$ cat config.mk
export PLATFORM = sky130hd
export DESIGN_NAME = timer_counter_flat
export DESIGN_NICKNAME = d
export VERILOG_FILES = /design/src/rtl/timer_counter_if.sv /design/src/rtl/timer_counter.sv /design/src/flat_wrapper.sv
export SDC_FILE = /design/constraint.sdc
export NUM_CORES = 1
export LEC_CHECK = 0
export CAP_MARGIN = 5
export CORE_ASPECT_RATIO = 1.1
export CORE_MARGIN = 10
export CORE_UTILIZATION = 53
export DETAILED_ROUTE_END_ITERATION = 12
export GPL_TIMING_DRIVEN = 1
export PLACE_DENSITY_LB_ADDON = 0.1
export SYNTH_ARGS = -nofsm -noshare
export SYNTH_HDL_FRONTEND = slang
export SYNTH_SLANG_ARGS = --single-unit
$ cat constraint.sdc
create_clock -name clk -period 3.05 [get_ports clk]
set_input_delay 0.7625 -clock clk [delete_from_list [all_inputs] [get_ports clk]]
set_output_delay 0.7625 -clock clk [all_outputs]
set_load 0.05 [all_outputs]
$ cat src/rtl/timer_counter_if.sv
// Bus bundle between the CPU bridge and the timer: word select, write strobe,
// write data, combinational read data and the registered interrupt request.
interface timer_counter_if;
    logic [1:0]  addr;
    logic        we;
    logic [31:0] wdata;
    logic [31:0] rdata;
    logic        irq;

    // Bridge side drives the access, timer side returns data and interrupt.
    modport master (output addr, we, wdata, input rdata, irq);
    modport slave  (input addr, we, wdata, output rdata, irq);
endinterface

$ cat src/rtl/timer_counter.sv
// Programmable down-counter with one-shot and periodic modes.
// Registers: CTRL (EN, MODE, IM), PRESET, read-only COUNT.
// Handshake: a register write happens on any clk edge where we=1; there is no
// stall, reads are combinational from addr, and irq is a registered level.
module timer_counter #(
    parameter logic [31:0] PRESET_RST = 32'h0
) (
    input  logic                  clk,
    input  logic                  reset,
    timer_counter_if.slave        bus,
    output logic [1:0]            o_dbg_state
);

    typedef enum logic [1:0] {
        S_IDLE = 2'd0,
        S_LOAD = 2'd1,
        S_CNT  = 2'd2,
        S_INT  = 2'd3
    } state_t;

    state_t      r_state;
    state_t      w_state_next;
    logic [3:0]  r_ctrl;
    logic [3:0]  w_ctrl_next;
    logic [31:0] r_preset;
    logic [31:0] w_preset_next;
    logic [31:0] r_count;
    logic [31:0] w_count_next;
    logic        r_irq_flag;
    logic        w_irq_flag_next;
    logic        r_irq;
    logic        w_clear_en;
    logic        w_wr_ctrl;
    logic        w_wr_preset;
    logic        w_en;
    logic        w_periodic;

    assign w_wr_ctrl   = bus.we && (bus.addr == 2'b00);
    assign w_wr_preset = bus.we && (bus.addr == 2'b01);
    assign w_en        = r_ctrl[0];
    assign w_periodic  = (r_ctrl[2:1] == 2'b01);

    // Next-state, counter and register-file update; the FSM looks at the
    // registered EN, so a CTRL write takes effect on the following edge.
    always_comb begin
        w_state_next    = r_state;
        w_count_next    = r_count;
        w_ctrl_next     = r_ctrl;
        w_preset_next   = r_preset;
        w_irq_flag_next = r_irq_flag;
        w_clear_en      = 1'b0;

        case (r_state)
            S_IDLE: begin
                if (w_en) begin
                    w_state_next = S_LOAD;
                end
            end
            S_LOAD: begin
                w_count_next = r_preset;
                w_state_next = S_CNT;
            end
            S_CNT: begin
                if (!w_en) begin
                    w_state_next = S_IDLE;
                end else if (r_count <= 32'd1) begin
                    // Covers PRESET of 0 and 1: expire without wrapping.
                    w_count_next = 32'd0;
                    w_state_next = S_INT;
                end else begin
                    w_count_next = r_count - 32'd1;
                end
            end
            S_INT: begin
                if (w_periodic) begin
                    w_state_next = S_LOAD;
                end else begin
                    w_clear_en   = 1'b1;
                    w_state_next = S_IDLE;
                end
            end
            default: begin
                w_state_next = S_IDLE;
            end
        endcase

        // Software CTRL write is applied after the hardware EN clear so it wins.
        if (w_clear_en) begin
            w_ctrl_next[0] = 1'b0;
        end
        if (w_wr_ctrl) begin
            w_ctrl_next = bus.wdata[3:0];
        end
        if (w_wr_preset) begin
            w_preset_next = bus.wdata;
        end

        // Flag: cleared by CTRL/PRESET writes, dropped on leaving INT in
        // periodic mode, and set on entry to INT (entry wins so none is lost).
        if (w_wr_ctrl || w_wr_preset) begin
            w_irq_flag_next = 1'b0;
        end
        if ((r_state == S_INT) && w_periodic) begin
            w_irq_flag_next = 1'b0;
        end
        if (w_state_next == S_INT) begin
            w_irq_flag_next = 1'b1;
        end
    end

    // State and register update; irq is registered from next-state values so
    // it rises on the same edge the FSM enters INT.
    always_ff @(posedge clk) begin
        if (!reset) begin
            r_state    <= S_IDLE;
            r_ctrl     <= 4'd0;
            r_preset   <= PRESET_RST;
            r_count    <= 32'd0;
            r_irq_flag <= 1'b0;
            r_irq      <= 1'b0;
        end else begin
            r_state    <= w_state_next;
            r_ctrl     <= w_ctrl_next;
            r_preset   <= w_preset_next;
            r_count    <= w_count_next;
            r_irq_flag <= w_irq_flag_next;
            r_irq      <= w_ctrl_next[3] & w_irq_flag_next;
        end
    end

    // Combinational read mux; the unused word reads as zero.
    always_comb begin
        bus.rdata = 32'd0;
        case (bus.addr)
            2'b00:   bus.rdata = {28'd0, r_ctrl};
            2'b01:   bus.rdata = r_preset;
            2'b10:   bus.rdata = r_count;
            default: bus.rdata = 32'd0;
        endcase
    end

    assign bus.irq     = r_irq;
    assign o_dbg_state = r_state;

endmodule

$ cat src/flat_wrapper.sv
// flat-port wrapper written by rule: the top's interface ports become plain ports
module timer_counter_flat 
#(
    parameter logic [31:0] PRESET_RST = 32'h0
)
  (clk, reset, o_dbg_state, bus_addr, bus_we, bus_wdata, bus_rdata, bus_irq);
  timer_counter_if bus_i ();
  input  logic clk;
  input  logic reset;
  output logic [1:0] o_dbg_state;
  input wire logic [$bits(bus_i.addr)-1:0] bus_addr;
  input wire logic [$bits(bus_i.we)-1:0] bus_we;
  input wire logic [$bits(bus_i.wdata)-1:0] bus_wdata;
  output wire logic [$bits(bus_i.rdata)-1:0] bus_rdata;
  output wire logic [$bits(bus_i.irq)-1:0] bus_irq;
  assign bus_i.addr = bus_addr;
  assign bus_i.we = bus_we;
  assign bus_i.wdata = bus_wdata;
  assign bus_rdata = bus_i.rdata;
  assign bus_irq = bus_i.irq;
  timer_counter #(.PRESET_RST(PRESET_RST)) u_core (.clk(clk), .reset(reset), .bus(bus_i), .o_dbg_state(o_dbg_state));
endmodule
Yosys cells after proc, flatten, opt, wreduce, memory -nomap -nowiden
Index checks and enable logic that the tools add are counted.
Storage, ports and cells
  logic and storage cells: 44
  register bits after elaboration: 72
  output and inout bits: 35
  bits of input ports: 37
Operators by class
  magnitude comparators: 1
  reductions and logical operators: 9
  multiplexer cells: 16
  add/subtract/negate cells: 1
  bitwise operators: 1
  eq/ne operators: 8
Operator list (count)
  $pmux W32 S3: 1
  $mux W32: 2
  $pmux W32 S2: 1
  $le A32 B1 Y1 const B: 1
  $sub A32 B1 Y32 const B: 1
  $eq A2 B2 Y1 const B: 4
  $pmux W2 S4: 1
  $mux W1: 7
  $eq A2 B1 Y1 const B: 3
  $mux W2: 3
  $logic_not A2 Y1: 2
  $mux W4: 1
  $reduce_bool A2 Y1: 2
  $logic_and A1 B1 Y1: 3
  $ne A2 B1 Y1 const B: 1
  $reduce_and A2 Y1: 1
  $and A1 B1 Y1: 1
  $logic_or A1 B1 Y1: 1

Longest topological paths before layout
  word-level depth: 7
  mapped depth: 10
  gate-level depth less buffers: 8

Least setup slack after synthesis
Ideal clock, no wire load.
  path type: input port to output port
  start: input port bus_addr[1]
  end: output port bus_rdata[10]
  setup slack: 0.053 ns
  path buffers: 3
  stages on the path: 5
  arrival time: 2.235 ns
  path through: clkbuf_1 nor2b_1 clkbuf_1 clkbuf_1 a22o_1
Between the ends
  word-level cells in the longest chain between the ends: 2
  elaborated cells on any way between the ends: 4
Ends and longest elaborated chain
  start, declared: line flat_wrapper.sv:11  | input wire logic [$bits(bus_i.addr)-1:0] bus_addr;
  $eq A2 B2 Y1 (tied with other cells): line timer_counter.sv:134  | case (bus.addr)
  $pmux W32 S3 (*): line timer_counter.sv:134
  end, declared: line flat_wrapper.sv:14  | output wire logic [$bits(bus_i.rdata)-1:0] bus_rdata;
Mark *: on every way between the ends. The rest lies on a longest branch, timed or not.

Final worst setup path
  start: input port bus_addr[0]
  end: output port bus_rdata[1]
The elaborated chain is that of the path after synthesis.

==> run metrics <==
total CTS buffers 9; setup TNS 0 ns; most common flop cell mapped by yosys dfxtp_1; Mapped Area 3934 µm²; number of enable flip-flop cells after synthesis 0; worst-path cell chain clkdlybuf4s50_1 -> nor2b_2 -> buf_4 -> nand2_1 -> o21ai_0 -> buf_12; CTS max path bufs 2; CP required approximately 2.3 ns; synthesized flop and latch total 72; Pleak 2.096 nW; Sink Count 72; Post-DRT Antenna Nets 0; Reg clk slew, reported paths 0.07 ns; Final nets 627; Worst Setup Start Kind primary input; worst hold stages 2; Root Driver clkbuf_8; Core Box Area 7127 µm²; Syn Nets 557; final WL 12790 µm; remaining global-route overflow 0; DRT Pass-1 Iters 5; Crit path depth 6; layout cell share with drive strength beyond 1 15.68%; RSZ-0062 raised after global routing no; Min Clock Period, post-route 2.954 ns; first-pass GRT wire length 20260 µm; pwr dens roughly 410 nW/µm²; Die ar. 11270 µm²; Layout area overhead 37.09%; Yosys Warn Count 0; CTS tree done; reg2reg path depth 6; routability cong. 0.9700; DR vias roughly 4.3k; Initial DRC Count 352; antenna fix cells 0; cell row count 32; FF-to-FF setup slack 0.25 ns; WS Path Type primary input to primary output; Seq/Total Area, Yosys a little over a third; crit path DAT 2.19 ns; Slew @ Worst Pin 0.8755 ns; htree depth 3; Slew Viols, Final 0; total of max-cap violations 0; Clk Latency, worst-skew pair 0.36 ns; met1 usage 27.98%; Buf+Inv Stages, Crit Path 3; Setup Viol. Count Final 0; Reg-to-Reg Start u_core.r_count[20]; Tot Pwr 0.002202 W; WL per Instance 18.86 µm; die height 110.4 µm; initial antenna violation count 0; R2R Path End u_core.r_count[27]; post-cts sizing count 0; vias in the first global route between 4k and 5k; worst min-delay path startpoint u_core.r_preset[18]; clock skew 0.01012 ns; slowest CP cell clkdlybuf4s50_1; dpl hpwl between 8000 and 9000 µm; number of distinct library cells after synthesis 54; Initial Util 55.20%; Final Instance Area between 5000 and 6000 µm²; post-CTS setup repair buffer count 0; Ports 72; critical path fanouts, max 14; status complete, no violations; Post-Syn Instances roughly 520; Avg Inst Size Synth 7.594 µm²; Hold EP u_core.r_preset[18]; DP Area between 5000 and 6000 µm²; total track usage 22.36%; worst rel slew slack 41.18%; DR vias/cell 6.341; Post-synth ARST share 0%; most used routing layer in global routing met2; hold buffers post-CTS 0; met3 Use GR 5.666%; Die W 102.1 µm; Worst path max stage delay a little under 0.6 ns; drt drc 0; VDD IR max ~0.00028 V; final period utilization 96.84%; GRT met2 Usage 35.98%; Crit. End Element primary output; largest net degree at the start of global routing 33; crit-path leading delay family buffers and inverters; Port Buffers 71; f_max 338.6 MHz; count of final hold-check violations 0; HP Class register to register
==> logic make-up (layout without fill, tap and decap cells) <==
group,after synthesis,after routing,share of synthesized area (%)
AND/OR/NAND/NOR,230,230,28.15
AO/OA/AOI/OAI,158,158,27.23
flip-flops,72,72,36.64
buffers and inverters,46,121,4.834
multiplexers,9,9,2.290
adder cells (fa/ha/maj),2,2,0.6360
XOR/XNOR,1,1,0.2227
==> through the flow <==
step                setup WS, ns  std cells  hold WS, ns  util [%]
floorplan                0.05283        518       0.4446         -
global placement          0.1724        662       0.4599     72.23
detailed placement        0.1178        662       0.4694     72.23
CTS                       0.1116        678       0.4800     75.67
global route             0.02768        678       0.4981     75.67
finish                   0.09640        678       0.4816     75.67
==> registers in the layout (all words and copies together), names as in the netlist <==
register,flops
u_core.bus.irq,1
u_core.o_dbg_state,2
u_core.r_count,32
u_core.r_ctrl,4
u_core.r_irq_flag,1
u_core.r_preset,32
==> placed cells by master, fill, tap and decap left out, types with 4 or more instances in the layout <==
cell and count:
a21oi_1 55, a22o_1 29, a22oi_1 4, a31oi_1 9, and2_1 6, and3_1 7, buf_12 34, buf_4 27
clkbuf_8 10, clkdlybuf4s50_1 39, dfxtp_1 72, inv_1 4, mux2i_1 9, nand2_1 112, nand3_1 22, nand4_1 9
nor2_1 28, nor3_1 12, o21ai_0 20, o22ai_1 8, o311ai_0 7, or3_1 7, or4_1 4
==> cell usage after synthesis (2+ instances only) <==
cell type,instances,share of area (%)
or2_2,2,0.32
nor2_1,28,2.7
nor3_1,12,1.5
a31o_2,2,0.45
or4_1,4,0.76
nand2_1,112,11
and3_1,7,1.1
a32oi_1,3,0.67
and2_1,6,0.95
nand2b_1,3,0.48
clkbuf_1,36,3.4
inv_1,4,0.38
o31a_1,2,0.45
nand3_1,22,2.8
a22o_1,29,6.5
nand4_1,9,1.4
o41ai_1,3,0.67
o211ai_1,2,0.38
a21oi_1,55,7.0
o311ai_0,7,1.6
nor2b_1,5,0.80
ha_1,2,0.64
o21ai_0,20,2.5
buf_2,2,0.25
o21a_1,2,0.38
mux2i_1,9,2.3
or4_4,2,0.57
a22oi_1,4,0.76
dfxtp_1,72,37
a31oi_1,9,1.4
a221oi_2,3,1.1
nor4_1,3,0.48
buf_6,2,0.57
or3_1,7,1.1
nor4_4,2,1.1
o22ai_1,8,1.3
==> area by class of cell <==
| type | count | area [µm²] |
|---|---|---|
| Clock buffer | 11 | 141.4 |
| Clock inverter | 5 | 103.9 |
| Fill cell | 540 | 1734 |
| Inverter | 5 | 18.77 |
| Multi-Input combinational cell | 400 | 2307 |
| Sequential cell | 72 | 1441 |
| Tap cell | 85 | 106.4 |
| Timing Repair Buffer | 100 | 1274 |
==> layer usage <==
| layer | vias up | wire [µm] |
|---|---|---|
| met5 | - | 0 |
| met4 | 0 | 173 |
| met3 | 24 | 1168 |
| met2 | 265 | 6103 |
| met1 | 1979 | 5342 |
| li1 | 2031 | - |
==> worst register-to-register path, stage by stage (launching register included) <==
cell and delay, ns:
dfxtp_1 0.39, or4_4 0.56, or3_1 0.39, or4_4 0.65
and2_4 0.28, o311a_1 0.17, o31a_1 0.24
==> worst max path at each step <==
stage                 from       endpoint  slack, ns
3_5_place_dp   bus_addr[0]  bus_rdata[27]       0.12
2_1_floorplan  bus_addr[1]  bus_rdata[10]       0.05
3_3_place_gp   bus_addr[0]  bus_rdata[16]       0.17
4_1_cts        bus_addr[0]  bus_rdata[27]       0.11
6_report       bus_addr[0]   bus_rdata[1]        0.1
5_1_grt        bus_addr[0]   bus_rdata[2]       0.03
==> where the power goes <==
group          switching [W]  internal (W)  total (W)
logic               0.000160      0.000126   0.000286
registers          0.0000212      0.000958   0.000979
clock network       0.000371      0.000566   0.000937
No activity file was read; power rests on OpenSTA's default activity.
